$ cat src/rtl/alu_issue_queue_pkg.sv
// Shared constants, slot layout and CDB snoop helper for the ALU issue queue.
package alu_issue_queue_pkg;

    localparam int ROB_W           = 4;
    localparam int ENTRIES_DEFAULT = 8;

    localparam logic [6:0] OPC_OP     = 7'b0110011;
    localparam logic [6:0] OPC_OP_IMM = 7'b0010011;
    localparam logic [6:0] OPC_AUIPC  = 7'b0010111;
    localparam logic [6:0] OPC_JAL    = 7'b1101111;
    localparam logic [6:0] OPC_BRANCH = 7'b1100011;

    // One reservation slot: decode fields plus two tagged operands.
    typedef struct packed {
        logic             busy;
        logic [6:0]       opcode;
        logic [2:0]       precise;
        logic             more_precise;
        logic [31:0]      pc;
        logic [31:0]      imm;
        logic [ROB_W-1:0] rob_entry;
        logic             qj_busy;
        logic [ROB_W-1:0] qj;
        logic [31:0]      vj;
        logic             qk_busy;
        logic [ROB_W-1:0] qk;
        logic [31:0]      vk;
    } rs_slot_t;

    // Operand state after snooping the result buses.
    typedef struct packed {
        logic        busy;
        logic [31:0] val;
    } operand_t;

    // Resolve a waiting operand against both result buses; the ALU bus has priority.
    function automatic operand_t snoop(
        input logic             busy,
        input logic [ROB_W-1:0] tag,
        input logic [31:0]      val,
        input logic             alu_valid,
        input logic [ROB_W-1:0] alu_tag,
        input logic [31:0]      alu_val,
        input logic             lsb_valid,
        input logic [ROB_W-1:0] lsb_tag,
        input logic [31:0]      lsb_val
    );
        operand_t res;
        res.busy = busy;
        res.val  = val;
        if (busy) begin
            if (alu_valid && (alu_tag == tag)) begin
                res.busy = 1'b0;
                res.val  = alu_val;
            end else if (lsb_valid && (lsb_tag == tag)) begin
                res.busy = 1'b0;
                res.val  = lsb_val;
            end
        end
        return res;
    endfunction

endpackage

$ cat src/rtl/alu_issue_queue_prio_enc.sv
// Lowest-index priority encoder used for both free-slot and ready-slot picking.
module rs_prio_enc #(
    parameter int WIDTH = 8
) (
    input  logic [WIDTH-1:0]         req,
    output logic [$clog2(WIDTH)-1:0] idx,
    output logic                     found
);

    localparam int IDX_W = $clog2(WIDTH);

    // Scan from the top down so the lowest set bit is the last one written.
    always_comb begin
        idx   = '0;
        found = 1'b0;
        for (int i = WIDTH - 1; i >= 0; i--) begin
            if (req[i]) begin
                idx   = IDX_W'(i);
                found = 1'b1;
            end
        end
    end

endmodule

$ cat src/rtl/alu_issue_queue.sv
// ALU reservation station: holds dispatched ops until both operands are known,
// snoops the ALU and LSB result buses, and issues one ready op per cycle.
module alu_issue_queue
    import alu_issue_queue_pkg::*;
#(
    parameter int ENTRIES = ENTRIES_DEFAULT
) (
    input  logic             clk,
    input  logic             rst,
    input  logic             rdy,
    input  logic             rollback_config,
    input  logic             in_config,
    input  logic [6:0]       in_opcode,
    input  logic [2:0]       in_precise,
    input  logic             in_more_precise,
    input  logic [31:0]      in_PC,
    input  logic [31:0]      in_imm,
    input  logic [ROB_W-1:0] in_rob_entry,
    input  logic             in_qj_busy,
    input  logic             in_qk_busy,
    input  logic [ROB_W-1:0] in_qj,
    input  logic [ROB_W-1:0] in_qk,
    input  logic [31:0]      in_vj,
    input  logic [31:0]      in_vk,
    input  logic             cdb_alu_config,
    input  logic             cdb_lsb_config,
    input  logic [ROB_W-1:0] cdb_alu_rob_entry,
    input  logic [ROB_W-1:0] cdb_lsb_rob_entry,
    input  logic [31:0]      cdb_alu_val,
    input  logic [31:0]      cdb_lsb_val,
    output logic             out_full,
    output logic             out_config,
    output logic [31:0]      out_a,
    output logic [31:0]      out_b,
    output logic [31:0]      out_PC,
    output logic [31:0]      out_imm,
    output logic [6:0]       out_opcode,
    output logic [2:0]       out_precise,
    output logic             out_more_precise,
    output logic [ROB_W-1:0] out_rob_entry
);

    localparam int IDX_W = $clog2(ENTRIES);

    rs_slot_t slots      [ENTRIES];
    rs_slot_t slots_next [ENTRIES];
    rs_slot_t dispatch_slot;

    logic [ENTRIES-1:0] busy_vec;
    logic [ENTRIES-1:0] ready_vec;
    logic [ENTRIES-1:0] busy_next;
    logic [IDX_W-1:0]   free_idx;
    logic [IDX_W-1:0]   ready_idx;
    logic               free_found;
    logic               ready_found;
    logic               dispatch_en;
    logic               issue_en;

    // Occupancy and readiness come from registered state only, so a slot
    // written or woken at this edge cannot issue until the following one.
    always_comb begin
        for (int i = 0; i < ENTRIES; i++) begin
            busy_vec[i]  = slots[i].busy;
            ready_vec[i] = slots[i].busy & ~slots[i].qj_busy & ~slots[i].qk_busy;
        end
    end

    rs_prio_enc #(.WIDTH(ENTRIES)) u_free_enc (
        .req   (~busy_vec),
        .idx   (free_idx),
        .found (free_found)
    );

    rs_prio_enc #(.WIDTH(ENTRIES)) u_ready_enc (
        .req   (ready_vec),
        .idx   (ready_idx),
        .found (ready_found)
    );

    assign dispatch_en = in_config & ~out_full & free_found;
    assign issue_en    = ready_found;

    // Build the incoming slot, forwarding any same-cycle broadcast into it.
    always_comb begin
        dispatch_slot              = '0;
        dispatch_slot.busy         = 1'b1;
        dispatch_slot.opcode       = in_opcode;
        dispatch_slot.precise      = in_precise;
        dispatch_slot.more_precise = in_more_precise;
        dispatch_slot.pc           = in_PC;
        dispatch_slot.imm          = in_imm;
        dispatch_slot.rob_entry    = in_rob_entry;
        dispatch_slot.qj           = in_qj;
        dispatch_slot.qk           = in_qk;
        {dispatch_slot.qj_busy, dispatch_slot.vj} =
            snoop(in_qj_busy, in_qj, in_vj,
                  cdb_alu_config, cdb_alu_rob_entry, cdb_alu_val,
                  cdb_lsb_config, cdb_lsb_rob_entry, cdb_lsb_val);
        {dispatch_slot.qk_busy, dispatch_slot.vk} =
            snoop(in_qk_busy, in_qk, in_vk,
                  cdb_alu_config, cdb_alu_rob_entry, cdb_alu_val,
                  cdb_lsb_config, cdb_lsb_rob_entry, cdb_lsb_val);
    end

    // Next slot contents: wakeup, then issue frees a slot, then dispatch fills
    // one; a rollback discards every slot regardless of the rest.
    always_comb begin
        for (int i = 0; i < ENTRIES; i++) begin
            slots_next[i] = slots[i];
            {slots_next[i].qj_busy, slots_next[i].vj} =
                snoop(slots[i].qj_busy, slots[i].qj, slots[i].vj,
                      cdb_alu_config, cdb_alu_rob_entry, cdb_alu_val,
                      cdb_lsb_config, cdb_lsb_rob_entry, cdb_lsb_val);
            {slots_next[i].qk_busy, slots_next[i].vk} =
                snoop(slots[i].qk_busy, slots[i].qk, slots[i].vk,
                      cdb_alu_config, cdb_alu_rob_entry, cdb_alu_val,
                      cdb_lsb_config, cdb_lsb_rob_entry, cdb_lsb_val);
        end
        if (issue_en) begin
            slots_next[ready_idx].busy = 1'b0;
        end
        if (dispatch_en) begin
            slots_next[free_idx] = dispatch_slot;
        end
        if (rollback_config) begin
            for (int i = 0; i < ENTRIES; i++) begin
                slots_next[i].busy = 1'b0;
            end
        end
    end

    // Post-edge occupancy, used to register the full flag.
    always_comb begin
        for (int i = 0; i < ENTRIES; i++) begin
            busy_next[i] = slots_next[i].busy;
        end
    end

    // Slot storage; rdy low freezes everything and drops bus traffic.
    always_ff @(posedge clk or posedge rst) begin
        if (rst) begin
            for (int i = 0; i < ENTRIES; i++) begin
                slots[i] <= '0;
            end
        end else if (rdy) begin
            for (int i = 0; i < ENTRIES; i++) begin
                slots[i] <= slots_next[i];
            end
        end
    end

    // Issue register: pulses out_config for one cycle, other fields hold when idle.
    always_ff @(posedge clk or posedge rst) begin
        if (rst) begin
            out_full         <= 1'b0;
            out_config       <= 1'b0;
            out_a            <= '0;
            out_b            <= '0;
            out_PC           <= '0;
            out_imm          <= '0;
            out_opcode       <= '0;
            out_precise      <= '0;
            out_more_precise <= 1'b0;
            out_rob_entry    <= '0;
        end else if (rdy) begin
            out_full <= &busy_next;
            if (rollback_config) begin
                out_config <= 1'b0;
            end else if (issue_en) begin
                out_config       <= 1'b1;
                out_a            <= slots[ready_idx].vj;
                out_b            <= slots[ready_idx].vk;
                out_PC           <= slots[ready_idx].pc;
                out_imm          <= slots[ready_idx].imm;
                out_opcode       <= slots[ready_idx].opcode;
                out_precise      <= slots[ready_idx].precise;
                out_more_precise <= slots[ready_idx].more_precise;
                out_rob_entry    <= slots[ready_idx].rob_entry;
            end else begin
                out_config <= 1'b0;
            end
        end
    end

endmodule

$ cat config.mk
export PLATFORM = sky130hd
export DESIGN_NAME = alu_issue_queue
export DESIGN_NICKNAME = d
export VERILOG_FILES = /design/src/rtl/alu_issue_queue_pkg.sv /design/src/rtl/alu_issue_queue_prio_enc.sv /design/src/rtl/alu_issue_queue.sv
export SDC_FILE = /design/constraint.sdc
export NUM_CORES = 2
export LEC_CHECK = 0
export ABC_AREA = 1
export CAP_MARGIN = 10
export CORE_ASPECT_RATIO = 1.1
export CORE_MARGIN = 4
export CORE_UTILIZATION = 35
export DETAILED_ROUTE_END_ITERATION = 7
export GPL_TIMING_DRIVEN = 0
export PLACE_DENSITY = 0.58
export SLEW_MARGIN = 30
export SYNTH_ARGS = -nofsm -noshare
export SYNTH_HDL_FRONTEND = slang
export SYNTH_SLANG_ARGS = --single-unit
$ cat constraint.sdc
create_clock -name clk -period 41.2 [get_ports clk]
set_input_delay 4.12 -clock clk [delete_from_list [all_inputs] [get_ports clk]]
set_output_delay 4.12 -clock clk [all_outputs]
set_load 0.05 [all_outputs]
==> flow_summary.toml <==
[run_status]
status = "finished, final reports clean"

[sta]
whs_ns = 0.475
clock-skew-final_ns = 0.0416
slew_viol_final = 0
finalSetupViolations = 0
tns_ns = 0
fmax_mhz = 135
worst_pin_slew_ns = 1.19
finalCritPeriodShare = 0.180
relSlewSlack = 0.209
period_needed_ns = 7.41
hold_violations = 0
rsz0062_at_grt = "no"

[placed_design]
gp_routability_congestion = 1.09
placed_area_um2 = 91100
portBuffers = 369
dp_hpwl_um = 390000

[yosys]
synth_ff_type = "dfrtp_1"
synth_top_cells_by_count = "nand2_1 (4210), o21ai_0 (1704), dfrtp_1 (1377)"
ys_warn_count = 0
seq_area_frac_synth = 0.422
ys_types = 41
synth.avg_cell_area_um2 = 6.91
synth_cells = 11800
syn-cell-area_um2 = 81700
async_flop_share = 1.00
syn_nets = 12100
post-synth-top-count-cell = "nand2_1"
ys_ff_latch = 1377
synth_edf_count = 0
yosysTopAreaCell = "dfrtp_1"
yosysTopAreaCellShare = 0.422
yosys-top-cells-area = "dfrtp_1 (42%), nand2_1 (19%), o21ai_0 (10%)"

[pwr]
power_leakage_nw = 44.3
cellPowerDensity_nw_per_um2 = 55.2
ir_drop_mv = 0.0588

[setup_path]
r2r_end = "out_b[1]"
end_kind = "flip-flop"
cp_max_fo = 11
required_ns = 42.01
cp-endpoint = "slots[366]"
crit_path_start = "in_qj[3]"
startpoint_type = "input port"
reg2reg_depth = 14
ff2ff_setup_slack_ns = 36.67
critPathKind = "in2reg"
worstReg2RegStart = "slots[960]"
crit_arrival_ns = 8.22

[global_route]
grt_pass1_vias = 89000
gr-usage-all-layers = 0.425
overflow = 0
grt_start_max_net_pins = 30
grt_pass1_wl_um = 720000
grt_antenna_before_repair = 66

[routing]
drt_iter0_drc = 16700
wl_um = 530000
wl_per_cell_um = 33.7
drc = 0
drtPass1Iterations = 7
vias_per_cell = 6.21
ant_nets = 0
vias = 97700

[clock_network]
cts_made_buffers = 164
cts-htree-levels = 4
cts_buffer_depth = 3
ctsResizeCount = 0
root_buffer = "clkbuf_16"
cts_tree = "done"
cts.sink_count = 1377
cts_hold_buf = 0
cts_setup_buffers = 0
insertion_delay_ns = 0.91
clk_pin_slew_ns = 0.06

[die]
rows = 185
die_y_um = 515
die_x_um = 469
start_util = 0.353
core_area_um2 = 232000
ios = 377
die-area_um2 = 241000

[final_layout]
multi_input_area_um2 = 40700
nFillCells = 24700
finish.net_count = 12700
seq_area_um2 = 34500
layout-drive-gt1-share = 0.0780
area_growth_pct = 18.6
stdcell_area_um2 = 96900

[run]
max-cap-violations = 0

[worst_hold_path]
hp-class = "reg2reg"
holdPathStages = 2
## cells by family after synthesis
logic type,Yosys count,share of synthesized area
compound gates,3345,0.220
flops,1377,0.422
xor+xnor,26,0.00279
simple gates,5530,0.275
buf+inv,1553,0.0805
## layout by cell type (no fill, tap or decap), types with 168 or more instances in the layout
| master | instances |
|---|---|
| inv_1 | 521 |
| clkdlybuf4s50_1 | 369 |
| a21oi_1 | 804 |
| buf_2 | 346 |
| nand3_1 | 975 |
| nand2_1 | 4210 |
| o21ai_0 | 1703 |
| nor2_1 | 168 |
| dfrtp_1 | 1377 |
| clkbuf_1 | 448 |
| o21ai_1 | 501 |
## worst min-delay path by stage
stage	from	end	slack, ns
floorplan	slots[915]	slots[915]	0.45
global placement	out_imm[6]	out_imm[6]	0.46
detailed placement	out_PC[6]	out_PC[6]	0.47
CTS	out_PC[23]	out_PC[23]	0.48
global route	out_a[9]	out_a[9]	0.49
finish	out_PC[23]	out_PC[23]	0.47
## critical path, cell delays in order
cell and delay (ns):
clkdlybuf4s50_1 0.69, inv_1 0.47, o22ai_1 0.13, nor2_1 0.12
nand4_1 0.33, inv_2 0.54, buf_1 0.73, o21ai_1 0.21
nand2_1 0.59, nand2_1 0.13, nand3_1 0.12
## registers in the layout, summed over array words and instances, names as in the netlist
signal / flops
out_b: 32
out_full: 1
out_rob_entry: 4
out_opcode: 7
slots: 1224
out_a: 32
out_imm: 32
out_config: 1
out_precise: 3
out_more_precise: 1
busy_vec: 8
out_PC: 32
## metal layers
metal / wire length (um) / GRT usage
met5: 297 / 0
met4: 58200 / 0.372
met3: 67600 / 0.146
met2: 214000 / 0.595
met1: 190000 / 0.516
## through the flow
| step | std cells | total power, mW | util | setup slack [ns] |
|---|---|---|---|---|
| 2_1_floorplan | 11800 | 3.01 | - | 18.03 |
| 3_3_place_gp | 15300 | 3.67 | 0.385 | 7.28 |
| 3_5_place_dp | 15400 | 3.69 | 0.393 | 33.24 |
| 4_1_cts | 15700 | 5.26 | 0.417 | 34.13 |
| 5_1_grt | 15700 | 5.54 | 0.417 | 33.76 |
| 6_report | 15700 | 5.34 | 0.418 | 33.79 |
## power breakdown
part,internal (mW),switching [mW]
sequential,1.67,0.331
clock,0.896,0.686
combinational,0.574,1.18
## final cells by class
type / instances / area share
clock buffers: 235 / 0.0495
inverters: 573 / 0.0223
plain buffers: 980 / 0.0470
repair buffers: 443 / 0.0549
well taps: 3085 / 0.0398
diodes: 83 / 0.00214
clock inverters: 62 / 0.00860
flip-flops and latches: 1377 / 0.356
multi-input cells: 8901 / 0.420
Power figures use the tool's default switching activity.
